File: src/rtl/ocp3_nic_card_pwr_responder_if.sv
// Card-side OCP3 NIC power signalling bundle: baseboard/straps/rail PG in, sequencing outputs back.
interface ocp3_nic_card_pwr_responder_if;
  logic       iCARD_INSTALLED;
  logic       iAUX_PWR_EN;
  logic       iMAIN_PWR_EN;
  logic       iPERST_N;
  logic       iAUX_RAIL_PG;
  logic       iMAIN_RAIL_PG;
  logic       oPRSNT_N;
  logic       oPWRGD_NIC;
  logic       oAUX_VR_EN;
  logic       oMAIN_VR_EN;
  logic       oCARD_RST_N;
  logic       oFAULT;
  logic [3:0] oDBG_FSM_curr;

  // Baseboard / fixture side: drives the strap, enables and rail PGs, observes the card.
  modport master (
    output iCARD_INSTALLED, iAUX_PWR_EN, iMAIN_PWR_EN, iPERST_N, iAUX_RAIL_PG, iMAIN_RAIL_PG,
    input  oPRSNT_N, oPWRGD_NIC, oAUX_VR_EN, oMAIN_VR_EN, oCARD_RST_N, oFAULT, oDBG_FSM_curr
  );

  // Responder side.
  modport slave (
    input  iCARD_INSTALLED, iAUX_PWR_EN, iMAIN_PWR_EN, iPERST_N, iAUX_RAIL_PG, iMAIN_RAIL_PG,
    output oPRSNT_N, oPWRGD_NIC, oAUX_VR_EN, oMAIN_VR_EN, oCARD_RST_N, oFAULT, oDBG_FSM_curr
  );
endinterface

File: src/rtl/ocp3_nic_card_pwr_responder.sv
// Card-side OCP3 NIC power responder: sequences AUX/MAIN VR enables, PWRGD_NIC and the
// card-ASIC reset in answer to the baseboard enables, with rail-timeout fault detection.
module ocp3_nic_card_pwr_responder #(
  parameter int unsigned CLKS_PER_MS     = 2000,
  parameter int unsigned PWRGD_DLY_MS    = 21,
  parameter int unsigned AUX_PG_TMO_MS   = 50,
  parameter int unsigned MAIN_PG_TMO_MS  = 50,
  parameter int unsigned MAIN_OFF_DLY_MS = 1
) (
  input logic                          iClk,
  input logic                          iRst,
  ocp3_nic_card_pwr_responder_if.slave bus
);

  localparam int unsigned PRE_W      = (CLKS_PER_MS > 1) ? $clog2(CLKS_PER_MS) : 1;
  localparam logic [PRE_W-1:0] PRE_LAST = PRE_W'(CLKS_PER_MS - 1);
  localparam int unsigned PG_DLY_CYC = PWRGD_DLY_MS * CLKS_PER_MS;
  localparam int unsigned PG_W       = (PG_DLY_CYC > 1) ? $clog2(PG_DLY_CYC + 1) : 1;
  localparam logic [PG_W-1:0] PG_LAST = PG_W'(PG_DLY_CYC - 1);
  localparam int unsigned AUX_TMO_MS = AUX_PG_TMO_MS + PWRGD_DLY_MS;

  typedef enum logic [3:0] {
    S0_NO_CARD   = 4'd0,
    S1_AUX_OFF   = 4'd1,
    S2_AUX_RAMP  = 4'd2,
    S3_AUX_ON    = 4'd3,
    S4_MAIN_RAMP = 4'd4,
    S5_MAIN_ON   = 4'd5,
    S6_FAULT     = 4'd6,
    S7_MAIN_OFF  = 4'd7
  } state_t;

  state_t           state;
  state_t           next_state;
  logic [1:0]       aux_sync;
  logic [1:0]       main_sync;
  logic [1:0]       perst_sync;
  logic             aux_en;
  logic             main_en;
  logic             perst_n;
  logic [PRE_W-1:0] pre_cnt;
  logic [15:0]      ms_cnt;
  logic [PG_W-1:0]  pg_cnt;
  logic             tick;
  logic             aux_pg_done;
  logic             pwrgd_d;
  logic             aux_vr_en_d;
  logic             main_vr_en_d;
  logic             card_rst_n_d;
  logic             fault_d;

  // True once n_ms full milliseconds have passed since state entry (counting the current cycle).
  function automatic logic elapsed(input logic [15:0] ms, input logic t, input int unsigned n_ms);
    return (32'(ms) + 32'(t)) >= n_ms;
  endfunction

  assign aux_en      = aux_sync[1];
  assign main_en     = main_sync[1];
  assign perst_n     = perst_sync[1];
  assign tick        = (pre_cnt == PRE_LAST);
  assign aux_pg_done = bus.iAUX_RAIL_PG && (pg_cnt >= PG_LAST);
  assign bus.oDBG_FSM_curr = state;

  // Two-flop synchronizers for the asynchronous baseboard controls.
  always_ff @(posedge iClk) begin
    if (iRst) begin
      aux_sync   <= 2'b00;
      main_sync  <= 2'b00;
      perst_sync <= 2'b00;
    end else begin
      aux_sync   <= {aux_sync[0], bus.iAUX_PWR_EN};
      main_sync  <= {main_sync[0], bus.iMAIN_PWR_EN};
      perst_sync <= {perst_sync[0], bus.iPERST_N};
    end
  end

  // Millisecond timebase restarted on every state entry; ms count saturates.
  always_ff @(posedge iClk) begin
    if (iRst || (next_state != state)) begin
      pre_cnt <= '0;
      ms_cnt  <= '0;
    end else if (tick) begin
      pre_cnt <= '0;
      if (ms_cnt != 16'hFFFF) ms_cnt <= ms_cnt + 16'd1;
    end else begin
      pre_cnt <= pre_cnt + 1'b1;
    end
  end

  // AUX power-good stability counter; any PG drop in the ramp window restarts it.
  always_ff @(posedge iClk) begin
    if (iRst || (next_state != state) || (state != S2_AUX_RAMP) || !bus.iAUX_RAIL_PG)
      pg_cnt <= '0;
    else
      pg_cnt <= pg_cnt + 1'b1;
  end

  // State and registered outputs; outputs reflect the state being entered.
  always_ff @(posedge iClk) begin
    if (iRst) begin
      state           <= S0_NO_CARD;
      bus.oPRSNT_N    <= 1'b1;
      bus.oPWRGD_NIC  <= 1'b0;
      bus.oAUX_VR_EN  <= 1'b0;
      bus.oMAIN_VR_EN <= 1'b0;
      bus.oCARD_RST_N <= 1'b0;
      bus.oFAULT      <= 1'b0;
    end else begin
      state           <= next_state;
      bus.oPRSNT_N    <= ~bus.iCARD_INSTALLED;
      bus.oPWRGD_NIC  <= pwrgd_d;
      bus.oAUX_VR_EN  <= aux_vr_en_d;
      bus.oMAIN_VR_EN <= main_vr_en_d;
      bus.oCARD_RST_N <= card_rst_n_d;
      bus.oFAULT      <= fault_d;
    end
  end

  // Next state: card removal, then AUX enable drop, then AUX rail loss override normal flow.
  always_comb begin
    next_state = state;
    if (!bus.iCARD_INSTALLED) begin
      next_state = S0_NO_CARD;
    end else if (!aux_en && (state inside {S2_AUX_RAMP, S3_AUX_ON, S4_MAIN_RAMP,
                                           S5_MAIN_ON, S7_MAIN_OFF})) begin
      next_state = S1_AUX_OFF;
    end else if (!bus.iAUX_RAIL_PG && (state inside {S3_AUX_ON, S4_MAIN_RAMP,
                                                     S5_MAIN_ON, S7_MAIN_OFF})) begin
      next_state = S6_FAULT;
    end else begin
      case (state)
        S0_NO_CARD:   next_state = S1_AUX_OFF;
        S1_AUX_OFF:   if (aux_en) next_state = S2_AUX_RAMP;
        S2_AUX_RAMP: begin
          if (aux_pg_done)                         next_state = S3_AUX_ON;
          else if (elapsed(ms_cnt, tick, AUX_TMO_MS)) next_state = S6_FAULT;
        end
        S3_AUX_ON:    if (main_en) next_state = S4_MAIN_RAMP;
        S4_MAIN_RAMP: begin
          if (bus.iMAIN_RAIL_PG)                          next_state = S5_MAIN_ON;
          else if (elapsed(ms_cnt, tick, MAIN_PG_TMO_MS)) next_state = S6_FAULT;
          else if (!main_en)                              next_state = S3_AUX_ON;
        end
        S5_MAIN_ON: begin
          if (!main_en)                next_state = S7_MAIN_OFF;
          else if (!bus.iMAIN_RAIL_PG) next_state = S6_FAULT;
        end
        S7_MAIN_OFF:  if (elapsed(ms_cnt, tick, MAIN_OFF_DLY_MS)) next_state = S3_AUX_ON;
        S6_FAULT:     if (!aux_en) next_state = S1_AUX_OFF;
        default:      next_state = S0_NO_CARD;
      endcase
    end
  end

  // Output values for the state about to be entered; card reset tracks PERST_N only in MAIN_ON.
  always_comb begin
    pwrgd_d      = 1'b0;
    aux_vr_en_d  = 1'b0;
    main_vr_en_d = 1'b0;
    card_rst_n_d = 1'b0;
    fault_d      = 1'b0;
    case (next_state)
      S2_AUX_RAMP: aux_vr_en_d = 1'b1;
      S3_AUX_ON, S7_MAIN_OFF: begin
        aux_vr_en_d = 1'b1;
        pwrgd_d     = 1'b1;
      end
      S4_MAIN_RAMP: begin
        aux_vr_en_d  = 1'b1;
        pwrgd_d      = 1'b1;
        main_vr_en_d = 1'b1;
      end
      S5_MAIN_ON: begin
        aux_vr_en_d  = 1'b1;
        pwrgd_d      = 1'b1;
        main_vr_en_d = 1'b1;
        card_rst_n_d = perst_n;
      end
      S6_FAULT: fault_d = 1'b1;
      default: ;
    endcase
  end

endmodule
File: src/flat_wrapper.sv
// flat-port wrapper written by rule: the top's interface ports become plain ports
module ocp3_nic_card_pwr_responder_flat 
#(
  parameter int unsigned CLKS_PER_MS     = 2000,
  parameter int unsigned PWRGD_DLY_MS    = 21,
  parameter int unsigned AUX_PG_TMO_MS   = 50,
  parameter int unsigned MAIN_PG_TMO_MS  = 50,
  parameter int unsigned MAIN_OFF_DLY_MS = 1
)
  (iClk, iRst, bus_iCARD_INSTALLED, bus_iAUX_PWR_EN, bus_iMAIN_PWR_EN, bus_iPERST_N, bus_iAUX_RAIL_PG, bus_iMAIN_RAIL_PG, bus_oPRSNT_N, bus_oPWRGD_NIC, bus_oAUX_VR_EN, bus_oMAIN_VR_EN, bus_oCARD_RST_N, bus_oFAULT, bus_oDBG_FSM_curr);
  ocp3_nic_card_pwr_responder_if bus_i ();
  input logic iClk;
  input logic iRst;
  input wire logic [$bits(bus_i.iCARD_INSTALLED)-1:0] bus_iCARD_INSTALLED;
  input wire logic [$bits(bus_i.iAUX_PWR_EN)-1:0] bus_iAUX_PWR_EN;
  input wire logic [$bits(bus_i.iMAIN_PWR_EN)-1:0] bus_iMAIN_PWR_EN;
  input wire logic [$bits(bus_i.iPERST_N)-1:0] bus_iPERST_N;
  input wire logic [$bits(bus_i.iAUX_RAIL_PG)-1:0] bus_iAUX_RAIL_PG;
  input wire logic [$bits(bus_i.iMAIN_RAIL_PG)-1:0] bus_iMAIN_RAIL_PG;
  output wire logic [$bits(bus_i.oPRSNT_N)-1:0] bus_oPRSNT_N;
  output wire logic [$bits(bus_i.oPWRGD_NIC)-1:0] bus_oPWRGD_NIC;
  output wire logic [$bits(bus_i.oAUX_VR_EN)-1:0] bus_oAUX_VR_EN;
  output wire logic [$bits(bus_i.oMAIN_VR_EN)-1:0] bus_oMAIN_VR_EN;
  output wire logic [$bits(bus_i.oCARD_RST_N)-1:0] bus_oCARD_RST_N;
  output wire logic [$bits(bus_i.oFAULT)-1:0] bus_oFAULT;
  output wire logic [$bits(bus_i.oDBG_FSM_curr)-1:0] bus_oDBG_FSM_curr;
  assign bus_i.iCARD_INSTALLED = bus_iCARD_INSTALLED;
  assign bus_i.iAUX_PWR_EN = bus_iAUX_PWR_EN;
  assign bus_i.iMAIN_PWR_EN = bus_iMAIN_PWR_EN;
  assign bus_i.iPERST_N = bus_iPERST_N;
  assign bus_i.iAUX_RAIL_PG = bus_iAUX_RAIL_PG;
  assign bus_i.iMAIN_RAIL_PG = bus_iMAIN_RAIL_PG;
  assign bus_oPRSNT_N = bus_i.oPRSNT_N;
  assign bus_oPWRGD_NIC = bus_i.oPWRGD_NIC;
  assign bus_oAUX_VR_EN = bus_i.oAUX_VR_EN;
  assign bus_oMAIN_VR_EN = bus_i.oMAIN_VR_EN;
  assign bus_oCARD_RST_N = bus_i.oCARD_RST_N;
  assign bus_oFAULT = bus_i.oFAULT;
  assign bus_oDBG_FSM_curr = bus_i.oDBG_FSM_curr;
  ocp3_nic_card_pwr_responder #(.CLKS_PER_MS(CLKS_PER_MS), .PWRGD_DLY_MS(PWRGD_DLY_MS), .AUX_PG_TMO_MS(AUX_PG_TMO_MS), .MAIN_PG_TMO_MS(MAIN_PG_TMO_MS), .MAIN_OFF_DLY_MS(MAIN_OFF_DLY_MS)) u_core (.iClk(iClk), .iRst(iRst), .bus(bus_i));
endmodule
File: config.mk
export PLATFORM = sky130hd
export DESIGN_NAME = ocp3_nic_card_pwr_responder_flat
export DESIGN_NICKNAME = d
export VERILOG_FILES = /design/src/rtl/ocp3_nic_card_pwr_responder_if.sv /design/src/rtl/ocp3_nic_card_pwr_responder.sv /design/src/flat_wrapper.sv
export SDC_FILE = /design/constraint.sdc
export NUM_CORES = 1
export LEC_CHECK = 0
export ABC_AREA = 0
export CAP_MARGIN = 20
export CELL_PAD_IN_SITES_DETAIL_PLACEMENT = 0
export CELL_PAD_IN_SITES_GLOBAL_PLACEMENT = 2
export CORE_MARGIN = 2
export CORE_UTILIZATION = 41
export CTS_CLUSTER_SIZE = 30
export DETAILED_ROUTE_END_ITERATION = 10
export GPL_ROUTABILITY_DRIVEN = 1
export PLACE_DENSITY = 0.88
export SLEW_MARGIN = 10
export SYNTH_ARGS = -nofsm -noshare
export SYNTH_HDL_FRONTEND = slang
export SYNTH_SLANG_ARGS = --single-unit
File: constraint.sdc
create_clock -name iClk -period 7.8 [get_ports iClk]
set_input_delay 1.17 -clock iClk [delete_from_list [all_inputs] [get_ports iClk]]
set_output_delay 1.17 -clock iClk [all_outputs]
set_load 0.01 [all_outputs]
==> results.py, run 1 <==
metrics = {
    "worst_setup_path": {
        "crit_path_start_kind": "flop",
        "end_kind": "flop",
        "r2r-end": "u_core.pg_cnt[10]",
        "r2r-start": "u_core.pre_cnt[0]",
        "reg2reg_slack_ns": 2.73,
        "worstPathRequired_ns": 8.00,
        "worstPathArrival_ns": 5.27,
        "crit_type": "reg2reg",
        "rr_worst_depth": 14,
        "critPathMaxFanout": 25,
    },
    "status": {
        "status": "completed",
    },
    "worst_hold_path": {
        "worst_hold_path.num_cells": 1,
        "hold_start": "u_core.main_sync[0]",
        "hold_class": "reg2reg",
        "hold_end": "u_core.main_sync[1]",
    },
    "logic_synthesis": {
        "ys_types": 68,
        "seq_area_frac_synth_pct": 33.6,
        "syn_avg_cell_area_um2": 8.85,
        "ys.flop_type": "dfxtp_1",
        "synth_area_mm2": 0.00351,
        "synth_edf_count": 0,
        "syn_inst": 397,
        "ys_async_sr_fraction_pct": 0,
        "yosys_warnings": 0,
        "synth-seq-cells": 59,
        "postSynthNetCount": 410,
    },
    "global_routing": {
        "grt_overflow": 0,
        "grt_util_all_layers_pct": 17.4,
        "grt_max_degree": 44,
        "grt_pass1_wl_mm": 12.7,
        "grt_antenna_before_repair": 0,
        "grt_pass1_vias": 2649,
    },
    "floorplan": {
        "fp.dieArea_mm2": 0.00933,
        "ioPinCount": 18,
        "start_util_pct": 42.5,
        "num_rows": 33,
        "core_area_mm2": 0.00826,
        "die_height_um": 96.6,
        "fp.dieW_um": 96.6,
    },
    "timing": {
        "clock_skew_ns": 0.00825,
        "post-route-period-util_pct": 65.0,
        "rsz0062_at_grt": "false",
        "drv_slew": 0,
        "fmaxAchievable_mhz": 197,
        "setup_viol": 0,
        "finalHoldViolCount": 0,
        "max_slew_margin_pct": 50.4,
        "fin_crit_ns": 5.07,
        "tightest_slew_ns": 0.734,
        "tns_ns": 0,
    },
    "finish": {
        "drive_gt1_share_pct": 11.1,
        "insertedDiodeCount": 0,
        "area_delta_synth_final_pct": 7.87,
        "final_common_cell": "dfxtp_1",
        "final_cell_area_mm2": 0.00379,
        "final_cell_mix": "dfxtp_1 (59), nor4_1 (28), xnor2_1 (28)",
        "nets": 412,
    },
    "placed_design": {
        "place.gp.congestion": 0.838,
        "place_hpwl_mm": 5.02,
        "io_buffers": 17,
        "place_area_mm2": 0.00362,
    },
    "clock_network": {
        "root_buffer": "clkbuf_8",
        "cts_tree": "yes",
        "cts_buffers": 9,
        "ctsResizeCount": 0,
        "worstSkewPairLatency_ns": 0.34,
        "cts_setup_buffers": 0,
        "hold_buffers": 0,
        "cts_max_level": 3,
        "path_clk_slew_ns": 0.07,
        "cts.path.max_buffers": 2,
        "clock_sinks": 59,
    },
    "power": {
        "swShare_pct": 25.7,
        "p_leak_uw": 0.00128,
        "p_total_uw": 578,
        "power.density_mw_per_mm2": 152,
        "seqPwrFrac_pct": 53.1,
        "internal_power_uw": 429,
        "power_frac_clock_pct": 42.3,
        "net-switching-power_uw": 149,
        "combPwrFrac_pct": 4.6,
        "vdd_drop_max_mv": 0.0723,
    },
    "routing": {
        "vias_per_cell": 5.58,
        "drt-wirelength-per-cell_um": 14.3,
        "via_count": 2841,
        "drt_wl_total_mm": 7.30,
        "dr.pass1.iters": 4,
        "postRouteAntennaNets": 0,
        "drtIter0Drc": 101,
        "drc": 0,
    },
    "job": {
        "drv_cap": 0,
    },
}
## kinds of logic (layout without fill, tap and decap cells)
family / after synthesis / count (layout) / share of synthesized area, %
compound gates: 54 / 54 / 11.5
xor+xnor: 47 / 47 / 11.7
fa+ha+maj: 5 / 5 / 1.78
buf+inv: 38 / 45 / 7.05
flops: 59 / 59 / 33.6
mux: 5 / 5 / 1.50
other cells: 1 / 1 / 0.107
simple gates: 188 / 188 / 32.7
## worst max-delay path, stage by stage, from the launching register on
cell	delay, ns
dfxtp_1	0.35
ha_1	0.18
and3_1	0.21
nand4_1	0.20
clkinv_1	0.21
ha_1	0.24
ha_1	0.37
nand3_1	0.19
o41a_2	0.49
or4b_1	0.50
o31a_1	0.30
or3_1	0.47
a32oi_4	0.66
buf_4	0.43
nor4_1	0.11
## how the worst max path moves through the flow
stage	startpoint	depth (start not counted)	slack, ns	endpoint
2_1_floorplan	u_core.pre_cnt[0]	16	3.74	u_core.ms_cnt[0]
3_3_place_gp	u_core.pre_cnt[0]	14	2.87	u_core.pg_cnt[5]
3_5_place_dp	u_core.pre_cnt[0]	14	2.69	u_core.pg_cnt[6]
4_1_cts	u_core.pre_cnt[0]	14	2.69	u_core.pg_cnt[10]
5_1_grt	u_core.pre_cnt[0]	14	2.30	u_core.pg_cnt[10]
6_report	u_core.pre_cnt[0]	14	2.73	u_core.pg_cnt[10]
## cell usage after synthesis, types with 2 or more instances
master	n	area share, %
o31ai_1	2	0.43
a31oi_1	7	1.2
nand4_1	8	1.4
a21oi_1	9	1.3
buf_6	6	1.9
clkbuf_1	12	1.3
nand2b_1	7	1.2
o21ai_0	11	1.6
clkbuf_8	4	1.6
and2_2	2	0.43
or3_1	2	0.36
nor3_2	10	2.8
inv_1	9	0.96
ha_1	5	1.8
buf_4	3	0.64
dfxtp_1	59	34
o221ai_1	2	0.50
nor2_1	19	2.0
mux2i_1	3	0.85
nand2_1	23	2.5
nor4b_1	3	0.75
a311oi_1	3	0.75
xnor2_1	28	7.0
nor2b_1	10	1.8
xor2_1	19	4.7
nor3_1	22	3.1
and3_1	11	2.0
mux2_2	2	0.64
nand3_1	22	3.1
and4_1	2	0.50
or3_2	3	0.64
nand4_4	2	1.2
nor3b_1	5	1.1
nor4_1	28	5.0
## power groups by stage
stage / clock network (uW) / registers [uW] / logic (uW)
floorplan: 0 / 313 / 17.9
global placement: 0 / 314 / 27.0
detailed placement: 0 / 314 / 26.8
CTS: 253 / 307 / 26.9
global route: 264 / 307 / 29.4
finish: 244 / 307 / 26.6
## flip-flops by register name (all words and copies together) (netlist names)
register,cells
u_core.aux_sync,2
u_core.bus.oAUX_VR_EN,1
u_core.bus.oCARD_RST_N,1
u_core.bus.oDBG_FSM_curr,4
u_core.bus.oFAULT,1
u_core.bus.oMAIN_VR_EN,1
u_core.bus.oPRSNT_N,1
u_core.bus.oPWRGD_NIC,1
u_core.main_sync,2
u_core.ms_cnt,16
u_core.perst_sync,2
u_core.pg_cnt,16
u_core.pre_cnt,11
## per-layer routing
layer / wire, um / share of wire (%) / vias up / track usage [%]
met1: 3630 / 50 / 1334 / 24.0
met4: 82 / 1.1 / 0 / 4.58
li1: - / - / 1468 / -
met3: 225 / 3.1 / 6 / 4.42
met2: 3360 / 46 / 33 / 27.1
met5: 0 / 0 / - / 0
## final cells by class
| cell class | count | area, um2 |
|---|---|---|
| Clock buffer | 10 | 128 |
| Clock inverter | 6 | 42.5 |
| Fill cell | 840 | 4470 |
| Inverter | 10 | 37.5 |
| Multi-Input combinational cell | 300 | 2080 |
| Sequential cell | 59 | 1180 |
| Tap cell | 105 | 131 |
| Timing Repair Buffer | 19 | 185 |
## metrics by stage
| stage | hold slack [ns] | cells | utilization (%) | worst slack [ns] |
|---|---|---|---|---|
| global route | 0.465 | 509 | 45.9 | 2.30 |
| global placement | 0.415 | 493 | 43.8 | 2.87 |
| finish | 0.439 | 509 | 45.9 | 2.73 |
| floorplan | 0.407 | 397 | - | 3.74 |
| CTS | 0.444 | 509 | 45.9 | 2.69 |
| detailed placement | 0.428 | 493 | 43.8 | 2.69 |
(Power assumes the default switching activity.)
==> run 2, diff against run 1 <==
- CORE_UTILIZATION: 41 -> 38
- PLACE_DENSITY: 0.88 -> 0.82
- clock period: 7.8 -> 5.05 ns (I/O delays scaled with it)
==> run 2 against run 1 <==
  * Worst hold slack got worse by 0.018 ns
  * Combinational power rose by 63%
  * Wire length rose by 1.3%
  * Clock power is 75% higher
  * Setup slack worse by 2.2 ns
  * Critical endpoint is now u_core.pg_cnt[2]
==> results.py, run 2 (same netlist as run 1, synthesis figures left out) <==
metrics = {
    "floorplan": {
        "die_height_um": 100,
        "fp.dieArea_mm2": 0.0100,
        "ioPinCount": 18,
        "start_util_pct": 38.6,
        "core_area_mm2": 0.00911,
        "num_rows": 35,
        "fp.dieW_um": 100,
    },
    "power": {
        "internal_power_uw": 726,
        "vdd_drop_max_mv": 0.116,
        "power.density_mw_per_mm2": 246,
        "combPwrFrac_pct": 4.6,
        "power_frac_clock_pct": 45.3,
        "net-switching-power_uw": 220,
        "p_leak_uw": 0.00131,
        "seqPwrFrac_pct": 50.1,
        "swShare_pct": 23.2,
    },
    "routing": {
        "drt-wirelength-per-cell_um": 14.3,
        "drc": 0,
        "vias_per_cell": 5.57,
        "drt_wl_total_mm": 7.40,
        "dr.pass1.iters": 4,
        "via_count": 2872,
        "drtIter0Drc": 114,
        "postRouteAntennaNets": 0,
    },
    "worst_setup_path": {
        "end_kind": "flop",
        "critPathMaxFanout": 27,
        "worstPathRequired_ns": 5.25,
        "crit_path_start_kind": "flop",
        "rr_worst_depth": 14,
        "slowest_stage": "or4b_1",
        "max_stage_delay_ns": 0.50,
        "path_cells": "ha_1 > and3_1 > nand4_1 > clkinv_1 > ha_1 > ha_1 > nand3_1 > o41a_2 > or4b_1 > o31a_1 > or3_1 > a32oi_4 > buf_4 > nor4_1",
        "cp_common_cell": "ha_1",
        "worstPathArrival_ns": 4.76,
        "crit_type": "reg2reg",
    },
    "timing": {
        "tns_ns": 0,
        "max_slew_margin_pct": 55.0,
        "fin_crit_ns": 4.56,
        "setup_viol": 0,
        "drv_slew": 0,
        "rsz0062_at_grt": "false",
        "tightest_slew_ns": 0.665,
        "clock_skew_ns": 0.00889,
        "post-route-period-util_pct": 90.3,
        "fmaxAchievable_mhz": 219,
        "finalHoldViolCount": 0,
        "holdWs_ns": 0.420,
    },
    "clock_network": {
        "cts_buffers": 9,
        "clock_sinks": 59,
        "cts_tree": "yes",
        "cts_setup_buffers": 0,
        "hold_buffers": 0,
        "cts_max_level": 3,
        "path_clk_slew_ns": 0.07,
        "root_buffer": "clkbuf_8",
        "worstSkewPairLatency_ns": 0.34,
        "cts.path.max_buffers": 2,
        "ctsResizeCount": 0,
    },
    "finish": {
        "final_common_cell": "dfxtp_1",
        "nets": 413,
        "drive_gt1_share_pct": 11.4,
        "final_cells": 516,
        "fillers": 940,
        "insertedDiodeCount": 0,
        "area_delta_synth_final_pct": 9.33,
        "largestRegisters": "u_core.ms_cnt (16), u_core.pg_cnt (16), u_core.pre_cnt (11)",
        "final_cell_mix": "dfxtp_1 (59), nor4_1 (28), xnor2_1 (28)",
    },
    "placed_design": {
        "place.gp.congestion": 0.739,
        "place_hpwl_mm": 5.15,
        "dp_cells": 500,
        "io_buffers": 17,
    },
    "global_routing": {
        "grt_antenna_before_repair": 0,
        "grt_overflow": 0,
        "grt_pass1_vias": 2722,
        "grt_pass1_wl_mm": 13.1,
        "grt_util_all_layers_pct": 16.0,
        "grt_max_degree": 33,
    },
    "status": {
        "status": "completed",
    },
    "worst_hold_path": {
        "hold_class": "reg2reg",
        "worst_hold_path.num_cells": 2,
    },
    "job": {
        "drv_cap": 0,
    },
}
## run 2: changes by cell type in the layout (fill, tap and decap cells not counted)
cell        previous run  this run
buf_12                 0         1
bufinv_16              0         1
clkbuf_8               9        10
clkinv_2               2         3
clkinv_4               2         0
clkinvlp_4             2         1
## run 2: worst max-delay path, delay by kind of cell, from the launching register on
family | cells | cell delay, ns
flops | 1 | 0.34
fa+ha+maj | 3 | 0.78
compound gates | 3 | 1.06
simple gates | 6 | 1.67
buf+inv | 2 | 0.56
## run 2: layout make-up
type	count	area, um2	share of cell area (%)
well taps	111	139	3.62
repair buffers	20	205	5.34
clock buffers	11	141	3.68
inverters	10	37.5	0.977
clock inverters	5	52.6	1.37
multi-input cells	300	2080	54.3
flip-flops and latches	59	1180	30.7
## run 2: final timing paths
kind | from | endpoint | slack [ns]
max | u_core.pre_cnt[0] | u_core.pg_cnt[2] | 0.49
min | u_core.perst_sync[1] | u_core.bus.oCARD_RST_N | 0.42
max reg2reg | u_core.pre_cnt[0] | u_core.pg_cnt[2] | 0.49
min reg2reg | u_core.perst_sync[1] | u_core.bus.oCARD_RST_N | 0.42
## run 2: metrics by stage
stage                     util (%)  power, uW  setup WS (ns)  instance area [um2]
after floorplan                  -        510          0.992                 3510
after global placement        40.0        529          0.571                 3650
after detailed placement      40.0        528          0.465                 3650
after CTS                     42.2        962          0.462                 3840
after global routing          42.2        986          0.118                 3840
final                         42.2        946          0.492                 3840
## run 2: power by group through the flow
stage	logic [uW]	clock network, uW	registers [uW]
floorplan	27.7	0	483
global placement	44.0	0	485
detailed placement	43.8	0	485
CTS	44.0	444	474
global route	48.0	464	474
finish	43.4	428	474
## run 2: layer usage
metal / GRT usage (%) / share of wire, % / up-vias
met1: 21.9 / 50 / 1363
met2: 24.4 / 45 / 32
met4: 7.59 / 2.2 / 0
met5: 0 / 0 / -
met3: 3.06 / 2.7 / 19
li1: - / - / 1458
